$ cat config.mk
export PLATFORM = sky130hd
export DESIGN_NAME = soml_decode_ctrl
export DESIGN_NICKNAME = d
export VERILOG_FILES = /design/src/rtl/soml_pkg.sv /design/src/rtl/soml_vld_delay.sv /design/src/rtl/soml_decode_ctrl.sv
export SDC_FILE = /design/constraint.sdc
export NUM_CORES = 1
export LEC_CHECK = 0
export ABC_AREA = 1
export CAP_MARGIN = 15
export CORE_ASPECT_RATIO = 1.5
export CORE_MARGIN = 2
export CORE_UTILIZATION = 45
export CTS_BUF_LIST = sky130_fd_sc_hd__clkbuf_4 sky130_fd_sc_hd__clkbuf_8
export DETAILED_ROUTE_END_ITERATION = 10
export PLACE_DENSITY = 0.7
export SLEW_MARGIN = 30
export SYNTH_ARGS = -nofsm -noshare
export SYNTH_HDL_FRONTEND = slang
export SYNTH_SLANG_ARGS = --single-unit
$ cat constraint.sdc
create_clock -name clk -period 1.57 [get_ports clk]
set_clock_uncertainty 0.05 [all_clocks]
set_input_delay 0.314 -clock clk [delete_from_list [all_inputs] [get_ports clk]]
set_output_delay 0.314 -clock clk [all_outputs]
set_load 0.02 [all_outputs]
$ cat src/rtl/soml_pkg.sv
// soml_pkg: shared types and defaults for the SOML decoder control slice.
//   state_t    : frame sequencer states
//   DEF_*      : default geometry / latency of the decoder datapath
//   cand_w()   : index width for a count, never narrower than 1 bit
package soml_pkg;

  typedef enum logic [2:0] {
    IDLE  = 3'd0,
    LOAD  = 3'd1,
    SWEEP = 3'd2,
    DRAIN = 3'd3,
    DONE  = 3'd4
  } state_t;

  localparam int DEF_N_ROW    = 2;
  localparam int DEF_N_COL    = 2;
  localparam int DEF_N_CAND   = 16;
  localparam int DEF_PIPE_LAT = 4;
  localparam int ADDR_W       = 2;

  function automatic int cand_w(input int n);
    return (n > 1) ? $clog2(n) : 1;
  endfunction

endpackage

$ cat src/rtl/soml_vld_delay.sv
// soml_vld_delay: PIPE_LAT-stage 1-bit shift register that carries the
// "candidate metric complete" marker down the datapath latency.
//   clk, rst : clock, asynchronous active-high reset
//   clr_i    : synchronous clear of every stage (frame abort)
//   d_i      : marker in
//   q_o      : marker after PIPE_LAT cycles
module soml_vld_delay #(
  parameter int PIPE_LAT = 4
) (
  input  logic clk,
  input  logic rst,
  input  logic clr_i,
  input  logic d_i,
  output logic q_o
);

  logic [PIPE_LAT-1:0] sr_q;
  logic [PIPE_LAT-1:0] sr_d;

  always_comb begin
    sr_d    = '0;
    sr_d[0] = d_i;
    for (int i = 1; i < PIPE_LAT; i++) begin
      sr_d[i] = sr_q[i-1];
    end
    if (clr_i) sr_d = '0;
  end

  always_ff @(posedge clk or posedge rst) begin
    if (rst) sr_q <= '0;
    else     sr_q <= sr_d;
  end

  assign q_o = sr_q[PIPE_LAT-1];

endmodule

$ cat src/rtl/soml_decode_ctrl.sv
// soml_decode_ctrl: frame-level sequencer for the SOML decoder datapath.
// After an accepted start it pulses the address-generator restart, sweeps
// every (row H, col S) element for each candidate, waits out the datapath
// latency and pulses done.
//   start_i / start_rdy_o      : frame handshake (ready only in IDLE)
//   abort_i                    : synchronous abort back to IDLE, no done
//   agen_ena_o                 : address generator restart pulse
//   rd_en_o, mac_en_o          : buffer read / accumulate strobes
//   addr_colS_o, addr_rowH_o   : element address, col fastest
//   cand_idx_o                 : current candidate
//   mac_clr_o                  : accumulator clear on a candidate's first element
//   cmp_en_o                   : candidate metric ready at the min-compare stage
//   busy_o, done_o             : frame in progress / frame decision valid
module soml_decode_ctrl
  import soml_pkg::*;
#(
  parameter  int N_ROW    = DEF_N_ROW,
  parameter  int N_COL    = DEF_N_COL,
  parameter  int N_CAND   = DEF_N_CAND,
  parameter  int PIPE_LAT = DEF_PIPE_LAT,
  localparam int CAND_W   = cand_w(N_CAND)
) (
  input  logic              clk,
  input  logic              rst,
  input  logic              start_i,
  input  logic              abort_i,
  output logic              start_rdy_o,
  output logic              agen_ena_o,
  output logic              rd_en_o,
  output logic [ADDR_W-1:0] addr_colS_o,
  output logic [ADDR_W-1:0] addr_rowH_o,
  output logic [CAND_W-1:0] cand_idx_o,
  output logic              mac_clr_o,
  output logic              mac_en_o,
  output logic              cmp_en_o,
  output logic              busy_o,
  output logic              done_o
);

  localparam int DR_W = cand_w(PIPE_LAT);
  localparam logic [ADDR_W-1:0] COL_LAST  = ADDR_W'(N_COL - 1);
  localparam logic [ADDR_W-1:0] ROW_LAST  = ADDR_W'(N_ROW - 1);
  localparam logic [CAND_W-1:0] CAND_LAST = CAND_W'(N_CAND - 1);
  localparam logic [DR_W-1:0]   DR_LAST   = DR_W'(PIPE_LAT - 1);

  state_t              state_q, state_d;
  logic [ADDR_W-1:0]   col_q, col_d;
  logic [ADDR_W-1:0]   row_q, row_d;
  logic [CAND_W-1:0]   cand_q, cand_d;
  logic [DR_W-1:0]     drain_q, drain_d;
  logic                start_rdy_q, start_rdy_d;
  logic                agen_ena_q, agen_ena_d;
  logic                rd_en_q, rd_en_d;
  logic                mac_clr_q, mac_clr_d;
  logic                busy_q, busy_d;
  logic                done_q, done_d;
  logic                last_elem;

  // Marks the final element of the candidate being read this cycle.
  assign last_elem = (state_q == SWEEP) && (row_q == ROW_LAST) && (col_q == COL_LAST);

  always_comb begin
    state_d = state_q;
    col_d   = col_q;
    row_d   = row_q;
    cand_d  = cand_q;
    drain_d = drain_q;

    case (state_q)
      IDLE: begin
        if (start_i && !abort_i) state_d = LOAD;
      end
      LOAD: begin
        col_d   = '0;
        row_d   = '0;
        cand_d  = '0;
        state_d = SWEEP;
      end
      SWEEP: begin
        if (col_q == COL_LAST) begin
          col_d = '0;
          if (row_q == ROW_LAST) begin
            row_d = '0;
            if (cand_q == CAND_LAST) begin
              cand_d  = '0;
              drain_d = '0;
              state_d = DRAIN;
            end else begin
              cand_d = cand_q + CAND_W'(1);
            end
          end else begin
            row_d = row_q + ADDR_W'(1);
          end
        end else begin
          col_d = col_q + ADDR_W'(1);
        end
      end
      DRAIN: begin
        if (drain_q == DR_LAST) begin
          drain_d = '0;
          state_d = DONE;
        end else begin
          drain_d = drain_q + DR_W'(1);
        end
      end
      DONE:    state_d = IDLE;
      default: state_d = IDLE;
    endcase

    // Abort overrides every transition; in IDLE this is already the idle state.
    if (abort_i) begin
      state_d = IDLE;
      col_d   = '0;
      row_d   = '0;
      cand_d  = '0;
      drain_d = '0;
    end

    // Outputs are decoded from the next state so they register in step with it.
    start_rdy_d = (state_d == IDLE);
    agen_ena_d  = (state_d == LOAD);
    rd_en_d     = (state_d == SWEEP);
    mac_clr_d   = (state_d == SWEEP) && (row_d == '0) && (col_d == '0);
    busy_d      = (state_d != IDLE);
    done_d      = (state_d == DONE);
  end

  always_ff @(posedge clk or posedge rst) begin
    if (rst) begin
      state_q     <= IDLE;
      col_q       <= '0;
      row_q       <= '0;
      cand_q      <= '0;
      drain_q     <= '0;
      start_rdy_q <= 1'b1;
      agen_ena_q  <= 1'b0;
      rd_en_q     <= 1'b0;
      mac_clr_q   <= 1'b0;
      busy_q      <= 1'b0;
      done_q      <= 1'b0;
    end else begin
      state_q     <= state_d;
      col_q       <= col_d;
      row_q       <= row_d;
      cand_q      <= cand_d;
      drain_q     <= drain_d;
      start_rdy_q <= start_rdy_d;
      agen_ena_q  <= agen_ena_d;
      rd_en_q     <= rd_en_d;
      mac_clr_q   <= mac_clr_d;
      busy_q      <= busy_d;
      done_q      <= done_d;
    end
  end

  soml_vld_delay #(
    .PIPE_LAT (PIPE_LAT)
  ) u_vld_delay (
    .clk   (clk),
    .rst   (rst),
    .clr_i (abort_i),
    .d_i   (last_elem),
    .q_o   (cmp_en_o)
  );

  assign start_rdy_o = start_rdy_q;
  assign agen_ena_o  = agen_ena_q;
  assign rd_en_o     = rd_en_q;
  assign mac_en_o    = rd_en_q;
  assign mac_clr_o   = mac_clr_q;
  assign busy_o      = busy_q;
  assign done_o      = done_q;
  assign addr_colS_o = col_q;
  assign addr_rowH_o = row_q;
  assign cand_idx_o  = cand_q;

endmodule

==> results by group, run 1 <==
Placed design
  – PortBufs: 19
  – Hpwl dp: 1618 um
  – Placed inst area: 0.001338 mm^2
  – Gpl congestion: 0.8210

Critical path
  – Crit path max fanout: 1
  – Worst r2r src: state_q[2]
  – Reg2Reg Capture Point: cand_idx_o[3]
  – Crit path kind: reg2out
  – CP Launch Point: start_rdy_o
  – CP Capture Type: primary output
  – Critical path depth: 1
  – Top cell family by delay on the critical path: flip-flops
  – Crit path DAT: about 1200 ps
  – CP max stage delay: 530 ps
  – CP bufs+invs: 1
  – R2R Setup Slk: approximately 140 ps
  – Slowest CP cell: dfstp_2
  – CP Launch Type: flop
  – CP cell instances: dlygate4sd2_1
  – CP Data Required Time: 1210 ps
  – Reg2Reg Depth: 8

Cells and area
  – Commonest non-fill, non-tap cell in the layout: nand2_1
  – Area growth from synthesis to layout: 23.62%
  – Fill cells: 226
  – Final core utilization: 59.69%
  – Antenna Cells: 0
  – Final net count: about 160
  – Register Area: 578.1 um^2
  – Share of cells above drive strength 1: 17.76%
  – Finished Cell Area: 0.001349 mm^2
  – Highest-count cells in the layout ignoring fill and taps: nand2_1, dfrtp_1, inv_1
  – Multi-input logic area: just over 400 um^2

Synthesis
  – Synthesized flop and latch total: 23
  – Synth warn: 0
  – Share of the synthesized area in the top cell type: 50.46%
  – Synth top area cells: dfrtp_1, nand2_1, inv_1
  – Netlist cell types: 23
  – Cells after synthesis: about 130
  – Syn_nets: 132
  – Register area share after synthesis: between 50% and 60%
  – Syn Area/Cell: 8.659 um^2
  – Synth Cell Area: 0.001091 mm^2
  – Cell taking the most area after synthesis: dfrtp_1

Pwr
  – Pwr dens: a little over 800 mW/mm^2
  – Leakage: 0.7982 nW
  – Peak VDD IR: 0.4763 mV

Route
  – 1st-iter DRT viols: 15
  – Vias per cell: 4.909
  – First-pass DRT Iterations: 4
  – Drt drc: 0
  – Routed vias: approximately 860
  – Drt total wl: ~2000 um
  – Routed len/inst: 11.44 um
  – Post-DRT Antenna Nets: 0

Global routing
  – GR Util met3: 1.695%
  – Met2 GRT Util: between 30% and 40%
  – Vias in the first global route: a little over 900
  – First-pass GRT wire length: between 3000 and 4000 um
  – GR peak layer: met2
  – Pin count of the biggest net entering global routing: 13
  – GRT Overall Usage: 17.04%
  – Antenna violations before repair: 0
  – Met1 Track Usage GR: 19.16%
  – Total gr overflow: 0

CTS
  – CTS tree: yes
  – CTS root buffer: clkbuf_4
  – Clock buffer count from CTS: 3
  – Reg clk slew, reported paths: 110 ps
  – Skew-Pair Late Insertion Delay: 310 ps
  – Clk buf depth: 2
  – CTS Sinks: 23
  – CTS H-Tree Depth: 1
  – Hold-fix buffers, CTS: 0

Timing
  – Min Clock Period, post-route: 1523 ps
  – Final Setup Violations: 0
  – Fin. max-slew vios: 0
  – Max Fclk: ~660 MHz
  – Hold Vio Cnt, Final: 0
  – RSZ-0062 raised after global routing: false
  – Slew at the pin closest to its max-slew limit: between 300 and 400 ps
  – Final period util: 96.99%
  – Rel. slew slack: 78.36%

Outcome
  – Status: finished clean

Die
  – Die Area: 0.002843 mm^2
  – Ports: 20
  – Core Rows: 21
  – Total core area: 0.002260 mm^2
  – Die W: 44.21 um
  – Die Span Y: 64.31 um
  – Starting Density: roughly 48%

Worst hold path
  – Min-delay worst type: in2async

Flow run
  – Max Cap Viol: 0
-- layer usage --
| layer | vias to the layer above | share of wire [%] |
|---|---|---|
| met4 | 0 | 1.8 |
| met1 | 396 | 42 |
| met3 | 5 | 3.8 |
| met2 | 20 | 53 |
| li1 | 438 | - |
| met5 | - | 0 |
-- cells in the mapped netlist, drive strengths merged --
master  instances
nor4            1
nand3          17
dfrtp          22
nand4           2
inv            23
or2             1
dfstp           1
nor3            2
nor2           15
o21ai           5
nand2          29
buf             3
ha              2
o211ai          1
xor2            1
o21bai          1
-- how the worst max path moves through the flow --
stage	slack (ps)	end
after detailed placement	-80	mac_clr_o
final	50	start_rdy_o
after CTS	40	start_rdy_o
after global routing	10	start_rdy_o
after global placement	-30	mac_clr_o
after floorplan	140	start_rdy_o
-- cell type report --
| cell class | count | area share, % |
|---|---|---|
| clock buffers | 4 | 2.226 |
| repair buffers | 25 | 15.96 |
| flip-flops and latches | 23 | 42.86 |
| well taps | 23 | 2.134 |
| multi-input cells | 77 | 30.43 |
| inverters | 23 | 6.401 |
-- kinds of logic (layout without fill, tap and decap cells) --
logic type      count (synthesis)  after routing  synth area share, %
compound gates                  7              7                4.703
buf+inv                        26             52                9.518
xor+xnor                        1              1               0.8029
fa+ha+maj                       2              2                2.293
simple gates                   67             67                29.82
flops                          23             23                52.87
-- repair_timing --
action | in CTS | in global routing
gates resized for setup | 16 | 1
setup endpoints to repair | 16 | 1
endpoints found under the hold margin | 0 | 0
setup buffers | 0 | 0
-- registers in the layout, summed over array words and instances (netlist names) --
| name | count |
|---|---|
| addr_rowH_o | 2 |
| state_q | 3 |
| start_rdy_o | 1 |
| u_vld_delay.sr_q | 4 |
| done_o | 1 |
| cand_idx_o | 4 |
| mac_clr_o | 1 |
| mac_en_o | 1 |
| busy_o | 1 |
| addr_colS_o | 2 |
| agen_ena_o | 1 |
| drain_q | 2 |
-- metrics by stage --
stage | hold WS (ps) | setup WS, ps | power (W) | TNS [ps] | cells
6_report | 106.3 | 47.23 | 0.001089 | 0 | 175
5_1_grt | 131.0 | 12.78 | 0.001152 | 0 | 175
4_1_cts | 112.0 | 42.79 | 0.001104 | 0 | 175
3_5_place_dp | 403.6 | -81.72 | 0.0008340 | -95.74 | 171
3_3_place_gp | 388.0 | -27.93 | 0.0008290 | -27.93 | 171
2_1_floorplan | 265.2 | 139.8 | 0.0007621 | 0 | 126
-- power by group --
group / total [W] / internal, W / switching (W)
combinational: 0.000175 / 0.0000634 / 0.000112
sequential: 0.000632 / 0.000616 / 0.0000162
clock: 0.000282 / 0.000117 / 0.000166
total: 0.00109 / 0.000796 / 0.000294
No activity file was read; power rests on OpenSTA's default activity.
==> run 2: changes to the inputs <==
- CTS_CLUSTER_DIAMETER: unset -> 80
==> results of run 2 <==
No change in the layout: final DEF, timing and power equal those of run 1.
==> run 3: changes to the inputs <==
- CAP_MARGIN: 15 -> 10
==> results of run 3 <==
No change in the layout: final DEF, timing and power equal those of run 1.
